File: config.mk
export PLATFORM = sky130hd
export DESIGN_NAME = instr_fetch_unit
export DESIGN_NICKNAME = d
export VERILOG_FILES = /design/src/rtl/instr_fetch_unit.sv
export SDC_FILE = /design/constraint.sdc
export NUM_CORES = 1
export LEC_CHECK = 0
export CAP_MARGIN = 20
export CORE_MARGIN = 3
export CORE_UTILIZATION = 45
export CTS_CLUSTER_DIAMETER = 60
export DETAILED_ROUTE_END_ITERATION = 6
export PLACE_DENSITY = 0.8
export SLEW_MARGIN = 20
export SYNTH_ARGS = -nofsm -noshare
export SYNTH_HDL_FRONTEND = slang
export SYNTH_SLANG_ARGS = --single-unit
File: constraint.sdc
create_clock -name ip_clk -period 6.78 [get_ports ip_clk]
set_input_delay 0.678 -clock ip_clk [delete_from_list [all_inputs] [get_ports ip_clk]]
set_output_delay 0.678 -clock ip_clk [all_outputs]
set_load 0.05 [all_outputs]
File: src/rtl/instr_fetch_unit.sv
// Instruction fetch stage: owns the PC and issues word reads to instruction memory.
// Returned words are buffered in a small FIFO and handed to the decoder with valid/ready.
// A redirect loads a new PC, empties the FIFO and drops every response still in flight.
module instr_fetch_unit #(
    parameter logic [31:0] RESET_PC  = 32'h0000_0000,
    parameter int          BUF_DEPTH = 2
) (
    input  logic        ip_clk,
    input  logic        ip_rst_n,
    output logic        op_imem_req,
    output logic [31:0] op_imem_addr,
    input  logic        ip_imem_gnt,
    input  logic        ip_imem_rdata_valid,
    input  logic [31:0] ip_imem_rdata,
    input  logic        ip_redirect,
    input  logic [31:0] ip_redirect_pc,
    output logic [31:0] op_instr,
    output logic [31:0] op_instr_pc,
    output logic        op_instr_valid,
    input  logic        ip_instr_ready
);

    localparam int PW = (BUF_DEPTH > 1) ? $clog2(BUF_DEPTH) : 1;
    localparam int CW = $clog2(BUF_DEPTH) + 1;
    localparam logic [CW:0] DEPTH_C = (CW + 1)'(BUF_DEPTH);

    typedef enum logic [1:0] {
        S_IDLE  = 2'd0,
        S_FETCH = 2'd1,
        S_FLUSH = 2'd2
    } state_t;

    state_t        state;
    state_t        state_next;

    logic [31:0]   pc;
    logic [CW-1:0] outstanding;
    logic [CW-1:0] discard_cnt;
    logic [CW-1:0] inflight_next;
    logic [CW-1:0] fifo_cnt;
    logic [CW:0]   credit_used;

    logic [PW-1:0] tag_rd;
    logic [PW-1:0] tag_wr;
    logic [PW-1:0] fifo_rd;
    logic [PW-1:0] fifo_wr;

    logic [31:0]   tag_mem   [BUF_DEPTH];
    logic [31:0]   instr_mem [BUF_DEPTH];
    logic [31:0]   pc_mem    [BUF_DEPTH];

    logic          req;
    logic          grant;
    logic          rsp_any;
    logic          push;
    logic          pop;

    // Words already buffered plus words still owed by memory; a request only goes out
    // when this total leaves room, so the FIFO can never be overrun.
    assign credit_used = {1'b0, fifo_cnt} + {1'b0, outstanding};

    // Request gating: only in FETCH and only while a buffer slot is still unclaimed.
    always_comb begin
        req = 1'b0;
        if (state == S_FETCH && credit_used < DEPTH_C) begin
            req = 1'b1;
        end
    end

    assign grant   = req && ip_imem_gnt;
    // A response is only meaningful if something is owed; stray strobes are ignored.
    assign rsp_any = ip_imem_rdata_valid && (outstanding != '0);
    // A response arriving in a redirect cycle belongs to the old stream and is dropped.
    assign push    = rsp_any && (state == S_FETCH) && !ip_redirect;
    assign pop     = op_instr_valid && ip_instr_ready;

    assign inflight_next = outstanding + CW'(grant) - CW'(rsp_any);

    // Next-state logic; a redirect overrides everything and waits only if responses are owed.
    always_comb begin
        state_next = state;
        case (state)
            S_IDLE:  state_next = S_FETCH;
            S_FETCH: state_next = S_FETCH;
            S_FLUSH: begin
                if (discard_cnt == '0 || (rsp_any && discard_cnt == CW'(1))) begin
                    state_next = S_FETCH;
                end
            end
            default: state_next = S_IDLE;
        endcase
        if (ip_redirect) begin
            state_next = (inflight_next != '0) ? S_FLUSH : S_FETCH;
        end
    end

    // State register.
    always_ff @(posedge ip_clk) begin
        if (!ip_rst_n) begin
            state <= S_IDLE;
        end else begin
            state <= state_next;
        end
    end

    // PC, in-flight accounting and the PC tag queue pointers.
    always_ff @(posedge ip_clk) begin
        if (!ip_rst_n) begin
            pc          <= RESET_PC;
            outstanding <= '0;
            discard_cnt <= '0;
            tag_rd      <= '0;
            tag_wr      <= '0;
        end else begin
            outstanding <= inflight_next;
            if (ip_redirect) begin
                pc          <= ip_redirect_pc & ~32'h0000_0003;
                discard_cnt <= inflight_next;
                tag_rd      <= '0;
                tag_wr      <= '0;
            end else begin
                if (grant) begin
                    pc     <= pc + 32'd4;
                    tag_wr <= tag_wr + PW'(1);
                end
                if (push) begin
                    tag_rd <= tag_rd + PW'(1);
                end
                if (state == S_FLUSH && rsp_any) begin
                    discard_cnt <= discard_cnt - CW'(1);
                end
            end
        end
    end

    // Tag queue storage: remembers the PC of each granted request until its word returns.
    always_ff @(posedge ip_clk) begin
        if (grant) begin
            tag_mem[tag_wr] <= pc;
        end
    end

    // Instruction FIFO; storage is cleared on reset so the head reads zero afterwards.
    always_ff @(posedge ip_clk) begin
        if (!ip_rst_n) begin
            fifo_rd  <= '0;
            fifo_wr  <= '0;
            fifo_cnt <= '0;
            for (int i = 0; i < BUF_DEPTH; i++) begin
                instr_mem[i] <= '0;
                pc_mem[i]    <= '0;
            end
        end else if (ip_redirect) begin
            fifo_rd  <= '0;
            fifo_wr  <= '0;
            fifo_cnt <= '0;
        end else begin
            if (push) begin
                instr_mem[fifo_wr] <= ip_imem_rdata;
                pc_mem[fifo_wr]    <= tag_mem[tag_rd];
                fifo_wr            <= fifo_wr + PW'(1);
            end
            if (pop) begin
                fifo_rd <= fifo_rd + PW'(1);
            end
            fifo_cnt <= fifo_cnt + CW'(push) - CW'(pop);
        end
    end

    assign op_imem_req    = req;
    assign op_imem_addr   = pc;
    assign op_instr       = instr_mem[fifo_rd];
    assign op_instr_pc    = pc_mem[fifo_rd];
    assign op_instr_valid = (fifo_cnt != '0);

endmodule

; Word-level counts from Yosys, hierarchy flattened
; Memory sizes are Yosys's and may differ from the RTL's. A register that Yosys moved wholly into a read port is not among the register bits.
; Cells that the tools add are included.
[classes]
add_sub_neg = 11
multipliers = 0
div_mod_pow = 0
n_lt_le_gt_ge = 1
n_eq_ne = 4
n_shift = 0
n_mux = 28
bitwise = 1
reduce_logical = 21
[op_table]
columns = cell, n
row1 = $mux W32, 4
row2 = $reduce_or A32 Y1, 2
row3 = $add A32 B3 Y32 const B, 1
row4 = $mux W1, 18
row5 = $mux W2, 5
row6 = $reduce_bool A2 Y1, 5
row7 = $logic_and A1 B1 Y1, 8
row8 = $add A1 B1 Y1 const B, 4
row9 = $add A2 B1 Y2, 2
row10 = $eq A2 B1 Y1 const B, 2
row11 = $logic_not A2 Y1, 2
row12 = $pmux W2 S2, 1
row13 = $reduce_or A2 Y1, 2
row14 = $sub A2 B1 Y2, 2
row15 = $add A2 B2 Y3, 1
row16 = $lt A3 B2 Y1 const B, 1
row17 = $ne A3 B3 Y1 const B, 1
row18 = $eq A2 B2 Y1 const B, 1
row19 = $sub A2 B1 Y2 const B, 1
row20 = $logic_not A1 Y1, 1
row21 = $logic_or A1 B1 Y1, 1
row22 = $not A1 Y1, 1
[totals]
register_bits = 44
latch_bits = 0
mem_bits_rw = 192
mem_bits_ro = 0
output_inout_bits = 98
word_cells = 79
memories = 3
[mem_list]
columns = name, depth, width, rd, rd_ports_with_merged_regs, write_ports, line_no
row1 = instr_mem, 2, 32, 1, 1, 2, 49  ; logic [31:0] instr_mem [BUF_DEPTH];
row2 = pc_mem, 2, 32, 1, 1, 2, 50  ; logic [31:0] pc_mem [BUF_DEPTH];
row3 = tag_mem, 2, 32, 1, 1, 1, 48  ; logic [31:0] tag_mem [BUF_DEPTH];

; Depth between registers and ports, before layout
; Gate-level depths: netlist (run 1).
[logic_depth]
ltp_word = 10
mapped_depth = 12

; Worst setup path after synthesis (run 1)
; OpenSTA, ideal clock, no wires.
[synth_path]
kind = in2reg
start = input ip_imem_rdata_valid
end = memory instr_mem[0][0], enable pin
arrival_ns = 5.929
slack_ns = 0.283
stages = 4
path_buffers = 0
path_cell_list = o21a_1 > nor3b_1 > nand2_1 > o21ai_0
[synth_lines]
columns = element, line_no
row1 = "start, declared", 13  ; input logic ip_imem_rdata_valid,
row2 = "end, declared", 49

; Worst setup path after layout (run 1)
[layout_path]
start = register outstanding[0]
end = output op_imem_req
[layout_via]
elab_chain_cells = 4
[layout_rtl]
columns = element, line_no
row1 = "start, declared", 37  ; logic [CW-1:0] outstanding;
row2 = "start signal, assigned", 115  ; outstanding <= inflight_next;
row3 = $add A2 B2 Y3, 60  ; assign credit_used = {1'b0, fifo_cnt} + {1'b0, outstanding};
row4 = $lt A3 B2 Y1, 65  ; if (state == S_FETCH && credit_used < DEPTH_C) begin
row5 = $logic_and A1 B1 Y1, 65
row6 = $mux W1, 65
row7 = "end, declared", 10  ; output logic op_imem_req,
; Every way passes these cells.

==> flow_metrics.tcl, run 1 <==
set metrics [dict create \
    status "finished clean" \
    cp-end-kind "primary output" \
    async_reset_ff_frac 0 \
    nets 973 \
    grt_pass1_vias 6790 \
    r2r_start "outstanding[0]$_SDFF_PN0_" \
    r2r_setup_slack_ps 3390 \
    final_core_util 0.590 \
    fp.dieH_um 154 \
    slowest_delay_ps 880 \
    p_clk_frac 0.372 \
    grt_overflow 0 \
    min_period_ps 3880 \
    multi_input_area_um2 3190 \
    htree_num_levels 1 \
    cts_setup_buffers 0 \
    core_um2 21200 \
    grt_first_pass_wirelength_um 35500 \
    fin_skew_ps 12.0 \
    p_int_w 0.00270 \
    post-place-ws_ps 2620 \
    criticalPathCategory "reg -> out" \
    antenna_found_initial 0 \
    clockBufferDepth 3 \
    hold_viol 0 \
    drt_pre_antenna_iters 4 \
    die_x_um 154 \
    path_clk_slew_ps 60 \
    slew_headroom 0.335 \
    synth_edf_count 184 \
    postCtsHoldBufs 0 \
    ant_nets 0 \
    final_max_slew_viol_count 0 \
    fin_tns_setup_ps 0 \
    dieArea_um2 23600 \
    regArea_um2 6410 \
    seq_power_share 0.465 \
    min_path_type "reg -> reg" \
    cts_num_sinks 228 \
    worstPathMaxFanout 11 \
    crit_path_start_kind "flip-flop" \
    hold_path_depth 2 \
    pwr-share-comb 0.163 \
    drive_gt1_frac 0.133 \
    max_freq_mhz 258 \
    initial_core_util 0.462 \
    wire_per_inst_um 19.0 \
    rsz0062_at_grt "no" \
    swShare 0.266 \
    p_leak_nw 4.35 \
    cts.repair.resized 0 \
    r2r-end "state[0]$_SDFFE_PN0P_" \
    syn_avg_cell_area_um2 13.3 \
    synth.distinct_cells 47 \
    area_growth_syn_to_layout_pct 27.6 \
    cap_viol_max_count 0 \
    cts_tree "done" \
    p_total_w 0.00368 \
    synthCells 739 \
    dp_hpwl_um 14500 \
    antenna_cells 0 \
    syn_area_um2 9810 \
    r2r_cells 12 \
    ir_worst_vdd_mv 0.168 \
    worstHoldStart "tag_rd$_SDFFE_PP0P_" \
    holdPathEnd "tag_rd$_SDFFE_PP0P_" \
    synth_flop_cell "edfxtp_1" \
    viasPerCell 5.53 \
    grt_start_max_net_pins 61 \
    yosys_warnings 0 \
    cts_buffers 25 \
    ys_seq_elements 228 \
    worstSkewPairLatency_ps 500 \
    power.switching_w 0.000980 \
    min_period_over_period 0.572 \
    groute.usage.overall 0.186 \
    finalSetupViolCount 0 \
    placementRows 53 \
    seq_area_frac_synth 0.653 \
    cellPowerDensity_nw_per_um2 294 \
    routed_wl_um 22600 \
    place_congestion 0.832 \
    drc 0 \
    port_buffers 161 \
    worst-endpoint-arrival_ps 3200 \
    worstPathCellList "and2_1, fa_1, or4b_4, inv_1, clkdlybuf4s50_1" \
    clockRootBuffer "clkbuf_16" \
    worstMarginPinSlew_ps 997 \
    vias 6555 \
    cp_slowest_cell "clkdlybuf4s50_1" \
    fin_ws_ps 2900 \
    fillers 1690 \
    drt_iter0_drc 532 \
    pin_count 168 \
    cp.required_ps 6100 \
]
## logic make-up after synthesis
logic type                 after synthesis  share of synthesized area
DFF                                    228                      0.653
AOI/OAI and AO/OA                       87                     0.0558
muxes                                   92                      0.102
and+or+nand+nor                        249                      0.139
buffers and inverters                   58                     0.0246
xor gates and xnor gates                16                     0.0143
other                                    1                   0.000382
adders and majority gates                8                     0.0110
## registers in the layout (all words and copies together), names as in the netlist, named ones only
signal,count
fifo_rd,1
tag_wr,1
fifo_wr,1
tag_mem,60
fifo_cnt,2
discard_cnt,2
instr_mem,64
outstanding,2
op_imem_addr,30
state,2
pc_mem,60
tag_rd,1
## synthesized netlist by cell type, drive strengths merged, types with 2 or more instances
| cell | instances | area share |
|---|---|---|
| a211oi | 5 | 0.0038 |
| nand2b | 2 | 0.0013 |
| o21ai | 31 | 0.016 |
| edfxtp | 184 | 0.56 |
| xor2 | 4 | 0.0036 |
| nand3 | 15 | 0.0077 |
| nor3 | 2 | 0.0010 |
| dfxtp | 44 | 0.090 |
| a31oi | 15 | 0.0096 |
| or3 | 5 | 0.0032 |
| a311oi | 4 | 0.0036 |
| clkbuf | 37 | 0.014 |
| inv | 12 | 0.0046 |
| xnor2 | 12 | 0.011 |
| o211ai | 2 | 0.0015 |
| mux2i | 30 | 0.031 |
| o31ai | 12 | 0.0092 |
| a211o | 2 | 0.0018 |
| nand4 | 17 | 0.011 |
| mux2 | 62 | 0.071 |
| a21oi | 11 | 0.0056 |
| or4b | 3 | 0.0034 |
| nor3b | 2 | 0.0015 |
| and4 | 9 | 0.0080 |
| nand2 | 15 | 0.0057 |
| or4 | 14 | 0.011 |
| ha | 7 | 0.0089 |
| buf | 8 | 0.0055 |
| and3 | 11 | 0.0070 |
| or2 | 2 | 0.0013 |
| and2 | 70 | 0.045 |
| nor2 | 80 | 0.031 |
## worst max path at each step
stage | start | slack (ps) | end
final | outstanding[0]$_SDFF_PN0_ | 2900 | op_imem_req
after CTS | outstanding[0]$_SDFF_PN0_ | 2910 | op_imem_req
after floorplan | ip_imem_rdata_valid | 280 | instr_mem[0][0]$_SDFFCE_PN0P_
after detailed placement | ip_rst_n | 2620 | instr_mem[1][3]$_SDFFCE_PN0P_
after global routing | outstanding[0]$_SDFF_PN0_ | 2820 | op_imem_req
after global placement | ip_rst_n | 2700 | instr_mem[1][3]$_SDFFCE_PN0P_
## power by group through the flow
stage               clock, W  combinational (W)  sequential [W]
floorplan                  0           0.000357         0.00176
global placement           0           0.000593         0.00173
detailed placement         0           0.000599         0.00174
CTS                  0.00139           0.000604         0.00171
global route         0.00145           0.000639         0.00173
finish               0.00137           0.000600         0.00171
## cell usage in the layout (no fill, tap or decap), drive strengths merged, types with 3 or more instances in the layout
cell type	Yosys	routed
a211oi	5	5
a21oi	11	11
a311oi	4	4
a31oi	15	15
and2	70	70
and3	11	11
and4	9	9
buf	8	10
bufinv	0	4
clkbuf	37	29
clkdlybuf4s50	0	161
clkinv	1	10
conb	1	4
dfxtp	44	44
edfxtp	184	184
ha	7	7
inv	12	13
mux2	62	62
mux2i	30	30
nand2	15	15
nand3	15	15
nand4	17	17
nor2	80	80
o21ai	31	31
o31ai	12	12
or3	5	5
or4	14	14
or4b	3	3
xnor2	12	12
xor2	4	4
## per-stage QoR
| step | cells | instance area [µm²] | hold WS (ps) |
|---|---|---|---|
| finish | 1186 | 12500 | 516 |
| global route | 1186 | 12500 | 564 |
| CTS | 1186 | 12500 | 517 |
| detailed placement | 1143 | 11700 | 500 |
| global placement | 1143 | 11700 | 495 |
| floorplan | 742 | 9820 | 481 |
## area by class of cell
type                       count  share of cell area
inverter                      13             0.00390
clock inverter                14              0.0140
sequential                   228               0.512
clock buffer                  29              0.0528
multi-input combinational    456               0.255
timing repair buffer         171               0.135
tap                          275              0.0275
## routing by layer
layer	GRT usage	part of all wire	up-vias
met4	0.0551	0.024	0
met1	0.246	0.42	3150
met3	0.0321	0.071	44
met5	0	0	-
li1	-	-	3068
met2	0.318	0.49	293
## worst max-delay path: cells and delay by family, from the launching register on
kind	cells	cell delay (ps)
DFF	1	320
and+or+nand+nor	2	730
adders and majority gates	1	430
buffers and inverters	2	1200
Power figures use the tool's default switching activity.
==> run 2, diff against run 1 <==
--- a/config.mk
+++ b/config.mk
@@ -10,7 +10,7 @@
 export CORE_UTILIZATION = 45
 export CTS_CLUSTER_DIAMETER = 60
 export DETAILED_ROUTE_END_ITERATION = 6
-export PLACE_DENSITY = 0.8
+export PLACE_DENSITY = 0.78
 export SLEW_MARGIN = 20
 export SYNTH_ARGS = -nofsm -noshare
 export SYNTH_HDL_FRONTEND = slang
==> constraint.sdc (replaced) <==
create_clock -name ip_clk -period 3.65 [get_ports ip_clk]
set_input_delay 0.365 -clock ip_clk [delete_from_list [all_inputs] [get_ports ip_clk]]
set_output_delay 0.365 -clock ip_clk [all_outputs]
set_load 0.05 [all_outputs]
==> flow_metrics.tcl, run 2 (synthesis gave the netlist of run 1 again) <==
set metrics [dict create \
    drc 0 \
    ir_worst_vdd_mv 0.331 \
    grt_first_pass_wirelength_um 35200 \
    cap_viol_max_count 0 \
    crit_path_start_kind "flip-flop" \
    hold_viol 0 \
    crit_buf_inv 2 \
    final_common_cell "edfxtp_1" \
    worstPathCellList "and2_1, fa_1, or4b_4, inv_1, dlymetal6s2s_1" \
    dp_hpwl_um 14300 \
    die_x_um 154 \
    drive_gt1_frac 0.134 \
    worst-endpoint-arrival_ps 2820 \
    crit_cells 5 \
    top_register "instr_mem" \
    min_path_type "in -> reg" \
    vias 6598 \
    grt_start_max_net_pins 61 \
    groute.usage.overall 0.185 \
    ant_nets 0 \
    hold_path_depth 3 \
    fillers 1690 \
    min_period_ps 3190 \
    worstSkewPairLatency_ps 510 \
    post-place-ws_ps 567 \
    antenna_found_initial 0 \
    routed_wl_um 22400 \
    finalSetupViolCount 0 \
    htree_num_levels 1 \
    max_freq_mhz 314 \
    path_delay_family "buffers and inverters" \
    pin_count 168 \
    clockBufferDepth 3 \
    final_max_slew_viol_count 0 \
    postCtsHoldBufs 0 \
    fin_tns_setup_ps 0 \
    path_clk_slew_ps 60 \
    status "finished clean" \
    placementRows 53 \
    drt_pre_antenna_iters 5 \
    cellPowerDensity_nw_per_um2 529 \
    dieArea_um2 23600 \
    cts_num_sinks 228 \
    largest_reg_flops 64 \
    reg_top3 "instr_mem x64, pc_mem x60, tag_mem x60" \
    viasPerCell 5.54 \
    fp.dieH_um 154 \
    slowest_delay_ps 570 \
    cts_tree "done" \
    cp.required_ps 3280 \
    rsz0062_at_grt "no" \
    final_cell_mix "184 x edfxtp_1, 160 x clkdlybuf4s50_1, 79 x nor2_1, 70 x and2_1, 62 x mux2_2" \
    wire_per_inst_um 18.8 \
    grt_overflow 0 \
    worstPathMaxFanout 11 \
    worstMarginPinSlew_ps 1010 \
    cp_slowest_cell "or4b_4" \
    place_congestion 0.861 \
    min_period_over_period 0.873 \
    criticalPathCategory "reg -> out" \
    p_leak_nw 4.35 \
    initial_core_util 0.462 \
    cp-end-kind "primary output" \
    fin_ws_ps 463 \
    fin_skew_ps 18.4 \
    r2r_cells 13 \
    slew_headroom 0.326 \
    nets 977 \
    clockRootBuffer "clkbuf_16" \
    area_growth_syn_to_layout_pct 27.7 \
    cts_buffers 24 \
    antenna_cells 0 \
    grt_pass1_vias 6526 \
    port_buffers 161 \
    drt_iter0_drc 515 \
    core_um2 21200 \
]
[run 2: tightest hold or removal path: cells and delay by family]
| kind | cells | cell delay, ps |
|---|---|---|
| compound gates | 1 | 50 |
| simple gates | 1 | 90 |
| buf+inv | 1 | 400 |
[run 2: path summary, 6_finish.rpt]
path | slack, ps | startpoint | endpoint
worst max-delay path | 460 | outstanding[0]$_SDFF_PN0_ | op_imem_req
worst min-delay path | 450 | ip_redirect_pc[2] | op_imem_addr[2]$_SDFFE_PN0P_
worst max register to register | 510 | outstanding[0]$_SDFF_PN0_ | state[0]$_SDFFE_PN0P_
worst min register to register | 510 | tag_rd$_SDFFE_PP0P_ | tag_rd$_SDFFE_PP0P_
[run 2: what timing repair did]
| action | in CTS | in global routing |
|---|---|---|
| buffers inserted | 0 | 0 |
| endpoints found under the setup margin | 0 | 1 |
| gates resized for setup | 0 | 1 |
[run 2: power breakdown]
part,total [W],leakage [nW],internal [W],switching [W]
combinational,0.00113,1.79,0.000413,0.000716
clock,0.00231,0.361,0.00136,0.000955
sequential,0.00318,2.20,0.00305,0.000131
total,0.00662,4.35,0.00482,0.00180
[run 2: final cells by class]
class | instances | area, µm² | share of cell area
sequential | 228 | 6410 | 0.512
multi-input combinational | 456 | 3190 | 0.255
clock inverter | 8 | 75.1 | 0.00600
timing repair buffer | 176 | 1780 | 0.142
clock buffer | 36 | 677 | 0.0541
tap | 275 | 344 | 0.0275
inverter | 13 | 48.8 | 0.00390
[run 2: routing by layer]
layer	GRT usage	up-vias	wire length, µm
met5	0	-	0
met4	0.0496	0	465
met3	0.0298	44	1910
met2	0.311	319	10900
met1	0.251	3168	9130
li1	-	3067	-
[run 2: stage by stage]
step	power [W]	area (µm²)	utilization	hold slack (ps)	instances
after floorplan	0.00393	9820	-	481	742
after global placement	0.00433	11800	0.554	492	1148
after detailed placement	0.00436	11800	0.554	497	1148
after CTS	0.00667	12500	0.590	427	1192
after global routing	0.00687	12500	0.590	462	1192
final	0.00662	12500	0.590	445	1192
==> run 3, diff against run 2 <==
--- a/config.mk
+++ b/config.mk
@@ -10,7 +10,8 @@
 export CORE_UTILIZATION = 45
 export CTS_CLUSTER_DIAMETER = 60
 export DETAILED_ROUTE_END_ITERATION = 6
-export PLACE_DENSITY = 0.78
+export DONT_BUFFER_PORTS = 1
+export PLACE_DENSITY = 0.68
 export SLEW_MARGIN = 20
 export SYNTH_ARGS = -nofsm -noshare
 export SYNTH_HDL_FRONTEND = slang
==> flow_metrics.tcl, run 3 (synthesis gave the netlist of run 1 again) <==
set metrics [dict create \
    grt_first_pass_wirelength_um 34200 \
    min_path_type "in -> reg" \
    drc 0 \
    cp-end-kind "flip-flop" \
    crit_path_start_kind "flip-flop" \
    fin_tns_setup_ps 0 \
    fillers 1772 \
    p_leak_nw 3.81 \
    wire_per_inst_um 21.0 \
    rsz0062_at_grt "no" \
    final_cell_mix "184 x edfxtp_1, 79 x nor2_1, 70 x and2_1, 62 x mux2_2, 42 x dfxtp_1" \
    port_buffers 0 \
    fin_ws_ps 483 \
    reg_top3 "instr_mem x64, pc_mem x60, tag_mem x60" \
    largest_reg_flops 64 \
    viasPerCell 5.74 \
    cts.repair.resized 0 \
    grt_pass1_vias 6000 \
    area_growth_syn_to_layout_pct 12.5 \
    cts_setup_buffers 0 \
    final_core_util 0.520 \
    initial_core_util 0.462 \
    crit_start "outstanding[0]$_SDFF_PN0_" \
    finalSetupViolCount 0 \
    grt_overflow 0 \
    min_period_over_period 0.868 \
    top_register "instr_mem" \
    placementRows 53 \
    pin_count 168 \
    fin_skew_ps 19.9 \
    final_max_slew_viol_count 0 \
    htree_num_levels 1 \
    grt_start_max_net_pins 63 \
    place_congestion 0.834 \
    cellPowerDensity_nw_per_um2 594 \
    worstPathMaxFanout 6 \
    place_inst 998 \
    drt_iter0_drc 461 \
    cts_buffers 25 \
    dieArea_um2 23600 \
    r2r_setup_slack_ps 480 \
    vias 5991 \
    max_freq_mhz 316 \
    cts_num_sinks 228 \
    worstMarginPinSlew_ps 990 \
    criticalPathCategory "reg -> reg" \
    dp_hpwl_um 14400 \
    drive_gt1_frac 0.177 \
    post-place-ws_ps 550 \
    setup.worst_path.end "state[0]$_SDFFE_PN0P_" \
    cap_viol_max_count 0 \
    status "finished clean" \
    core_um2 21200 \
    min_period_ps 3170 \
    cts_tree "done" \
    ant_nets 0 \
    ir_worst_vdd_mv 0.385 \
    worst-endpoint-arrival_ps 3610 \
    path_clk_slew_ps 60 \
    r2r-end "state[0]$_SDFFE_PN0P_" \
    hold_viol 0 \
    r2r_cells 13 \
    worstSkewPairLatency_ps 510 \
    nets 830 \
    routed_wl_um 21900 \
    die_x_um 154 \
    fp.dieH_um 154 \
    drt_pre_antenna_iters 5 \
    final_cell_count_no_fill 1043 \
    groute.usage.overall 0.180 \
    antenna_found_initial 1 \
    worst_hold_slack_ps 21.2 \
    r2r_start "outstanding[0]$_SDFF_PN0_" \
    final_common_cell "edfxtp_1" \
    cp.required_ps 4100 \
    slew_headroom 0.340 \
    clockBufferDepth 3 \
    clockRootBuffer "clkbuf_16" \
]
==> run 3: cell types whose count changed in the layout (fill, tap and decap cells not counted), sizes merged, moves of 2 or more <==
| cell | delta |
|---|---|
| clkbuf | -9 |
| clkdlybuf4s50 | -160 |
| bufinv | +2 |
| clkinv | +4 |
| dlygate4sd3 | +2 |
| buf | +11 |
==> run 3: worst max-delay path, stage by stage, from the launching register on <==
cell,delay (ps)
dfxtp_1,360
and2_1,170
fa_1,420
or4b_4,570
nor2_1,110
buf_4,150
inv_1,80
ha_1,280
inv_1,40
ha_1,180
xnor2_1,170
xnor2_1,120
o21ai_0,250
o2111a_1,210
==> run 3: per-stage QoR <==
step	total power, W	cell area (µm²)
after detailed placement	0.00415	10200
after global placement	0.00411	10200
final	0.00655	11000
after CTS	0.00660	11000
after global routing	0.00678	11000
after floorplan	0.00393	9820
==> run 3: power breakdown <==
part,switching (W),internal (W)
combinational,0.000649,0.000234
sequential,0.000164,0.00305
clock,0.000985,0.00147
total,0.00180,0.00475
==> run 3: final cells by class <==
cell class / count / area (µm²) / area share
inverters: 13 / 48.8 / 0.00443
multi-input cells: 456 / 3190 / 0.289
diodes: 1 / 2.50 / 0.000227
clock inverters: 15 / 171 / 0.0155
clock buffers: 27 / 633 / 0.0574
repair buffers: 28 / 228 / 0.0207
flip-flops and latches: 228 / 6410 / 0.581
well taps: 275 / 344 / 0.0312
==> run 3: layer usage <==
metal	share of wire	track usage	wire [µm]	up-vias
met5	0	0	0	-
met4	0.016	0.0395	344	0
met3	0.098	0.0588	2140	32
met2	0.48	0.299	10600	253
met1	0.40	0.231	8830	2938
li1	-	-	-	2768
==> run 3: how the worst min path moves through the flow <==
stage / startpoint / to / cells after the start
after floorplan: fifo_rd$_SDFFE_PP0P_ / flip-flop / 2
after global placement: op_imem_addr[14]$_SDFFE_PN0P_ / tag_mem[0][14]$_DFFE_PP_ / 0
after detailed placement: op_imem_addr[14]$_SDFFE_PN0P_ / tag_mem[0][14]$_DFFE_PP_ / 0
after CTS: ip_rst_n / op_imem_addr[5]$_SDFFE_PN0P_ / 2
after global routing: ip_rst_n / op_imem_addr[19]$_SDFFE_PN0P_ / 2
final: ip_rst_n / op_imem_addr[23]$_SDFFE_PN0P_ / 2
==> run 3: timing repair <==
item	in CTS	in global routing
setup endpoints to repair	0	0
hold buffers	1	1
endpoints found under the hold margin	8	1
